**src/rtl/capture_pkg.sv**
```systemverilog
// Shared types and constants for the capture-path run-length compressor.
package capture_pkg;

    // Default widths of the production capture path
    localparam int CAP_DATA_W = 256;
    localparam int CAP_CNT_W  = 64;

    // Token kind carried in the is_run bit
    localparam logic TOK_LITERAL = 1'b0;
    localparam logic TOK_RUN     = 1'b1;

    // Token layout as seen by the DRAM write stage at default width
    typedef struct packed {
        logic                  is_run;
        logic [CAP_DATA_W-1:0] data;
    } cap_token_t;

endpackage

```
**src/rtl/capture_token_fifo.sv**
```systemverilog
// Small token buffer: two ordered write ports per cycle, one read port,
// head-of-queue presented directly from storage, free-entry count exported.
module capture_token_fifo #(
    parameter  int TOK_W = 257,
    parameter  int DEPTH = 2,
    localparam int PTR_W = $clog2(DEPTH),
    localparam int LVL_W = $clog2(DEPTH + 1)
) (
    input  logic             clk,
    input  logic             rst,
    input  logic             push0,
    input  logic             push1,
    input  logic [TOK_W-1:0] wdata0,
    input  logic [TOK_W-1:0] wdata1,
    input  logic             pop,
    output logic             rvalid,
    output logic [TOK_W-1:0] rdata,
    output logic [LVL_W-1:0] free
);

    logic [TOK_W-1:0] mem [DEPTH];
    logic [PTR_W-1:0] wr_ptr;
    logic [PTR_W-1:0] wr_ptr_nxt;
    logic [PTR_W-1:0] rd_ptr;
    logic [LVL_W-1:0] count;

    function automatic logic [PTR_W-1:0] ptr_inc(input logic [PTR_W-1:0] p);
        return (p == PTR_W'(DEPTH - 1)) ? '0 : p + PTR_W'(1);
    endfunction

    assign wr_ptr_nxt = ptr_inc(wr_ptr);

    // Token storage; push1 always lands in the slot after push0
    // NOTE: storage is deliberately not reset; count defines what is valid and
    // the read port is masked to zero while empty.
    always_ff @(posedge clk) begin
        if (push0) mem[wr_ptr]     <= wdata0;
        if (push1) mem[wr_ptr_nxt] <= wdata1;
    end

    // Pointer and occupancy tracking
    // NOTE: non-blocking assignments so every update in this block sees pre-edge values.
    always_ff @(posedge clk) begin
        if (rst) begin
            wr_ptr <= '0;
            rd_ptr <= '0;
            count  <= '0;
        end else begin
            if (push0 && push1) wr_ptr <= ptr_inc(wr_ptr_nxt);
            else if (push0)     wr_ptr <= wr_ptr_nxt;
            if (pop)            rd_ptr <= ptr_inc(rd_ptr);
            count <= count + LVL_W'(push0) + LVL_W'(push1) - LVL_W'(pop);
        end
    end

    assign rvalid = (count != '0);
    assign rdata  = rvalid ? mem[rd_ptr] : '0;
    assign free   = LVL_W'(DEPTH) - count;

endmodule

```
**src/rtl/capture_rle_compressor.sv**
```systemverilog
// Run-length compressor for the capture path: first sample of a value goes out
// as a LITERAL, following identical samples are counted into RUN tokens.
module capture_rle_compressor
    import capture_pkg::*;
#(
    parameter int DATA_W = CAP_DATA_W,
    parameter int CNT_W  = CAP_CNT_W,
    parameter int FIFO_D = 2
) (
    input  logic              clk,
    input  logic              rst,
    input  logic              en_rle,
    input  logic              flush,
    input  logic              in_valid,
    output logic              in_ready,
    input  logic [DATA_W-1:0] in_data,
    output logic              out_valid,
    input  logic              out_ready,
    output logic              out_is_run,
    output logic [DATA_W-1:0] out_data,
    output logic              flush_done,
    output logic [CNT_W-1:0]  stat_in,
    output logic [CNT_W-1:0]  stat_out
);

    localparam int              TOK_W    = DATA_W + 1;
    localparam int              LVL_W    = $clog2(FIFO_D + 1);
    localparam logic [CNT_W-1:0] RUN_MAX  = '1;
    localparam logic [CNT_W-1:0] RUN_LAST = RUN_MAX - CNT_W'(1);

    logic [DATA_W-1:0] held;
    logic [CNT_W-1:0]  run_cnt;
    logic              have_prev;
    logic              flush_pend;

    logic [LVL_W-1:0]  free_cnt;
    logic              beat;
    logic              match;
    logic              flush_apply;
    logic              push0;
    logic              push1;
    logic [TOK_W-1:0]  tok0;
    logic [TOK_W-1:0]  tok1;
    logic [TOK_W-1:0]  head;
    logic              pop;

    // Room for a RUN+LITERAL pair is required before any sample is taken,
    // so a beat can never overflow the buffer.
    assign in_ready    = !rst && !flush && !flush_pend && (free_cnt >= LVL_W'(2));
    assign beat        = in_valid && in_ready;
    assign match       = en_rle && have_prev && (in_data == held);
    assign flush_apply = !rst && (flush || flush_pend) && (free_cnt != '0);

    // Token generation for the current cycle; RUN always precedes LITERAL
    // NOTE: every signal written here gets a default first so no latch is inferred.
    always_comb begin
        push0 = 1'b0;
        push1 = 1'b0;
        tok0  = {TOK_RUN, DATA_W'(run_cnt)};
        tok1  = {TOK_LITERAL, in_data};
        if (flush_apply) begin
            push0 = (run_cnt != '0);
        end else if (beat) begin
            if (match) begin
                if (run_cnt == RUN_LAST) begin
                    push0 = 1'b1;
                    tok0  = {TOK_RUN, DATA_W'(RUN_MAX)};
                end
            end else if (run_cnt != '0) begin
                push0 = 1'b1;
                push1 = 1'b1;
            end else begin
                push0 = 1'b1;
                tok0  = {TOK_LITERAL, in_data};
            end
        end
    end

    // Compressor state: held sample, open run length, flush tracking, statistics
    always_ff @(posedge clk) begin
        if (rst) begin
            held       <= '0;
            run_cnt    <= '0;
            have_prev  <= 1'b0;
            flush_pend <= 1'b0;
            flush_done <= 1'b0;
            stat_in    <= '0;
            stat_out   <= '0;
        end else begin
            flush_done <= flush_apply;
            stat_out   <= stat_out + CNT_W'(push0) + CNT_W'(push1);
            if (flush_apply) begin
                run_cnt    <= '0;
                have_prev  <= 1'b0;
                flush_pend <= 1'b0;
            end else if (flush) begin
                flush_pend <= 1'b1;
            end
            if (beat) begin
                stat_in <= stat_in + CNT_W'(1);
                if (match) begin
                    run_cnt <= (run_cnt == RUN_LAST) ? '0 : run_cnt + CNT_W'(1);
                end else begin
                    held      <= in_data;
                    run_cnt   <= '0;
                    have_prev <= 1'b1;
                end
            end
        end
    end

    assign pop = out_valid && out_ready;

    capture_token_fifo #(
        .TOK_W (TOK_W),
        .DEPTH (FIFO_D)
    ) u_fifo (
        .clk    (clk),
        .rst    (rst),
        .push0  (push0),
        .push1  (push1),
        .wdata0 (tok0),
        .wdata1 (tok1),
        .pop    (pop),
        .rvalid (out_valid),
        .rdata  (head),
        .free   (free_cnt)
    );

    assign {out_is_run, out_data} = head;

endmodule

```
**config.mk**
```make
export PLATFORM = sky130hd
export DESIGN_NAME = capture_rle_compressor
export DESIGN_NICKNAME = d
export VERILOG_FILES = /design/src/rtl/capture_pkg.sv /design/src/rtl/capture_token_fifo.sv /design/src/rtl/capture_rle_compressor.sv
export SDC_FILE = /design/constraint.sdc
export NUM_CORES = 2
export LEC_CHECK = 0
export ABC_CLOCK_PERIOD_IN_PS = 66400
export CORE_MARGIN = 10
export CORE_UTILIZATION = 54
export DETAILED_ROUTE_END_ITERATION = 16
export GPL_ROUTABILITY_DRIVEN = 1
export HOLD_SLACK_MARGIN = 0.08
export PLACE_DENSITY = 0.79
export SLEW_MARGIN = 20
export SYNTH_ARGS = -nofsm -noshare
export SYNTH_HDL_FRONTEND = slang
export SYNTH_SLANG_ARGS = --single-unit
```
**constraint.sdc**
```tcl
create_clock -name clk -period 66.4 [get_ports clk]
set_input_delay 13.28 -clock clk [delete_from_list [all_inputs] [get_ports clk]]
set_output_delay 13.28 -clock clk [all_outputs]
set_load 0.02 [all_outputs]
```
# After elaboration in Yosys (flattened, before gate mapping)
# Memories as Yosys holds them, arrays and structs flattened. A register that Yosys moved wholly into a read port is not among the register bits.
# Cells that the tools add are included.
# word_totals
ff_bits,455
ram_bits,514
input_bits,262
word_cells,79
mem_count,1
# mem_list
memory,depth,word_bits,read_ports,rd_ports_with_merged_regs,wr,line,rtl
u_fifo.mem,2,257,1,1,2,capture_token_fifo.sv:21,logic [TOK_W-1:0] mem [DEPTH];
# classes
addsub,11
order_cmp,1
eq_ne,2
muxes,32
bitwise,1
reduce_logical,21
# ops
cell,n
$mux 257,5
$mux 64,5
$eq 256x256->1,1
$add 64x1->64,2
$add 64x1->64 const B,2
$eq 64x64->1 const B,1
$reduce_bool 64->1,1
$mux 1,22
$logic_and 1x1->1,10
$reduce_bool 2->1,4
$add 2x1->2,2
$add 1x1->1 const B,3
$logic_not 1->1,3
$ge 2x2->1 const B,1
$reduce_and 2->1,1
$reduce_or 2->1,1
$sub 2x1->2,1
$sub 2x2->2 const A,1
$logic_or 1x1->1,1
$not 1->1,1

# Depth between registers and ports, before layout
# logic_depth
ltp_word,10
depth_mapped,20
depth_no_buf,17

# By module
# A second synthesis with hierarchy kept.
# hier_totals
hier_cells,4494
hier_area_um2,50470.9
# modules_own_cells
mod,n_inst,cells_per_inst,area_per_inst_um2,seq_area_each_um2
capture_token_fifo,1,1688,26480.4,15534.9
capture_rle_compressor,1,2806,23990.5,9028.7

# Worst setup path before layout
# Ideal clock, no wire load.
# synth_path
path_kind,input to register
start,input flush
end,memory u_fifo.mem[0][0] (enable)
setup_time_ns,1.227
t_arrival_ns,32.498
required_time_ns,65.173
path_slack_ns,32.675
cell_stages,5
n_path_buf,0
path_cell_list,nor4_1 > nand2_1 > a21oi_1 > nand2_1 > o21ai_0
# synth_lines
item,line,rtl
from (decl),capture_rle_compressor.sv:13,"input logic flush,"
to (decl),capture_token_fifo.sv:21,

# Final worst setup path
# layout_path
start,input flush
end,output in_ready
# layout_via
elab_chain_len,4
# layout_lines
item,line,rtl
$logic_not 1->1,capture_rle_compressor.sv:49,assign in_ready = !rst && !flush && !flush_pend && (free_cnt >= LVL_W'(2));
$logic_and 1x1->1 (3 in series),capture_rle_compressor.sv:49,
to (decl),capture_rle_compressor.sv:15,"output logic in_ready,"
# Every way passes these cells.

==> impl_metrics.json <==
{
  "outcome": "complete, no violations",
  "clockBufferDepth": 3,
  "grt_use_total": 0.3238,
  "rows": 106,
  "cts_setup_buffers": 0,
  "ys.flop_type": "edfxtp_1",
  "pwr-share-comb": 0.251,
  "synth_warnings": 0,
  "dr_wl_met3_mm": 16.15,
  "min_period_over_period": 0.4293,
  "layout_commonest_cell": "nand2_1",
  "cp_data_arrival_time_ns": 15.23,
  "drc_errors": 0,
  "yosysUniqueCellTypes": 68,
  "rsz0062_at_grt": "false",
  "drt_pass1_iterations": 6,
  "place.gp.congestion": 1.006,
  "whs_ns": 0.4564,
  "synth-seq-cells": 970,
  "hold_start": "held[193]$_SDFFE_PP0P_",
  "power_mw": 1.670,
  "routed_wl_mm": 165.0,
  "antenna_left": 0,
  "syn_inst": 4776,
  "path_clk_slew_ns": 0.06,
  "top_layer": "met5",
  "fmax_mhz": 35.08,
  "grt_pass1_vias": 37380,
  "crit_start": "flush",
  "dieArea_um2": 96530,
  "final_max_slew_viol_count": 0,
  "coreArea_um2": 83690,
  "drtIter0Drc": 4605,
  "cp.required_ns": 53.12,
  "power_frac_clock": 0.340,
  "h-tree-depth": 3,
  "layout_min_cycle_time_ns": 28.51,
  "start_kind": "input port",
  "crit_fanout": 3,
  "syn-cell-area_um2": 45630,
  "worst-setup-path-type": "input port to output port",
  "relSlewSlack": 0.2432,
  "hpwl_mm": 118.3,
  "vias": 38960,
  "numCtsBuffers": 101,
  "layout_common_cells": "764 x nand2_1, 648 x clkdlybuf4s50_1, 512 x edfxtp_1",
  "cts.sinks": 970,
  "syn2layout_area_growth_pct": 22.79,
  "hp-class": "register to register",
  "initial_core_util": 0.5453,
  "setup_viol": 0,
  "post_cts_resized": 0,
  "p_switching_uw": 516.6,
  "routed_via_density": 6.004,
  "dr_wl_met2_mm": 76.67,
  "grt_pass1_wl_mm": 239.2,
  "hold_buffers": 0,
  "ys_seq_area_frac": 0.5379,
  "clock_latency_ns": 0.67,
  "ios": 650,
  "synth_nets": 5047,
  "syn_avg_cell_area_um2": 9.555,
  "dp_slack_ns": 37.84,
  "wl_per_cell_um": 25.44,
  "skew_ns": 0.02538,
  "async_flop_share": 0,
  "finalWorstSetupSlack_ns": 37.89,
  "power.density_nw_per_um2": 29.81,
  "io_buffer_count": 649,
  "synth_edf_count": 512,
  "yosys.area.top_type_share": 0.3369,
  "power.leakage_nw": 19.73,
  "antenna_found_initial": 30,
  "drv_cap": 0,
  "yosysTopAreaCell": "edfxtp_1",
  "clock-root-buffer": "clkbuf_16",
  "grt-ovfl-total": 0,
  "synth_area_leaders": "edfxtp_1 34%, dfxtp_1 20%, nand2_1 6.3%, mux2i_1 6.0%, and3_1 4.8%",
  "num-nets-final": 5521,
  "tightest_slew_ns": 1.135,
  "met1Wirelength_mm": 60.70,
  "layout-drive-gt1-share": 0.04383,
  "tritoncts": "done",
  "hold_violations": 0,
  "ir_worst_vdd_v": 0.00002836,
  "grt_max_degree": 252,
  "critPathCaptureType": "output port",
  "p_int_mw": 1.154,
  "die_w_um": 310.7,
  "die_y_um": 310.7,
  "p_sw_frac": 0.3093,
  "fin_tns_setup_ns": 0,
  "p_seq_frac": 0.409,
  "reg2reg_from": "held[104]$_SDFFE_PP0P_"
}
==> path summary, 6_finish.rpt <==
| check | to | slack, ns | cells past startpoint |
|---|---|---|---|
| worst min-delay path | held[193]$_SDFFE_PP0P_ | 0.46 | 2 |
| worst min register to register | held[193]$_SDFFE_PP0P_ | 0.46 | 2 |
| worst max-delay path | in_ready | 37.89 | 3 |
| worst max register to register | u_fifo.mem[1][125]$_DFFE_PP_ | 60.47 | 11 |
==> sequential cells by signal, summed over array words and instances, names as in the netlist, 2 cells and up, named ones only <==
name          cells
held            256
run_cnt          64
stat_in          64
stat_out         64
u_fifo.count      2
u_fifo.mem      514
==> cells in the mapped netlist, types with 21 or more instances <==
library cell and number:
nand2_1 764, edfxtp_1 512, dfxtp_1 458, nor2_1 404, a21oi_1 402, and3_1 348
mux2i_1 272, clkbuf_1 241, o21ai_0 163, xor2_1 133, inv_1 114, nor2b_1 107
nor3_1 99, xnor2_1 83, nand3_1 79, nand4_1 77, nor4_1 74, nand2b_1 60
or3_1 41, buf_4 27, buf_1 26, o22ai_1 26, o21ai_1 25, buf_2 24
a2111o_1 23, or4_1 21
==> cell families after synthesis <==
group | count (synthesis) | synth area share
muxes | 273 | 0.05991
and+or+nand+nor | 2123 | 0.2248
adders and majority gates | 9 | 0.002632
DFF | 970 | 0.5379
AOI/OAI and AO/OA | 745 | 0.09342
buffers and inverters | 440 | 0.03998
xor gates and xnor gates | 216 | 0.04146
==> worst max-delay path, cell delays in order <==
cell             delay, ns
clkdlybuf4s50_1       0.43
nor4_1                0.75
clkdlybuf4s50_1       0.76
==> area by class of cell <==
class / count / area, um2
Antenna cell: 15 / 37.54
Clock buffer: 164 / 3123
Clock inverter: 28 / 212.7
Fill cell: 6527 / 27660
Inverter: 114 / 427.9
Multi-Input combinational cell: 3366 / 19370
Sequential cell: 970 / 24550
Tap cell: 1134 / 1419
Timing Repair Buffer: 697 / 6890
==> layer usage <==
metal	track usage	vias up
li1	-	17760
met1	0.3883	18810
met2	0.5208	1920
met3	0.08021	440
met4	0.1991	26
met5	0	-
==> per-stage QoR <==
| step | util | cell area, um2 | std cells |
|---|---|---|---|
| finish | 0.6695 | 56030 | 6488 |
| global route | 0.6694 | 56020 | 6483 |
| CTS | 0.6690 | 55990 | 6473 |
| detailed placement | 0.6292 | 52650 | 6281 |
| global placement | 0.6292 | 52650 | 6281 |
| floorplan | - | 45630 | 4776 |
==> power by group through the flow <==
stage	registers, mW	logic (mW)	clock network, mW
global placement	0.693	0.412	0
finish	0.683	0.419	0.569
global route	0.686	0.439	0.595
detailed placement	0.695	0.415	0
floorplan	0.699	0.237	0
CTS	0.683	0.417	0.571
Note: power is estimated with default switching activity, not from simulation.
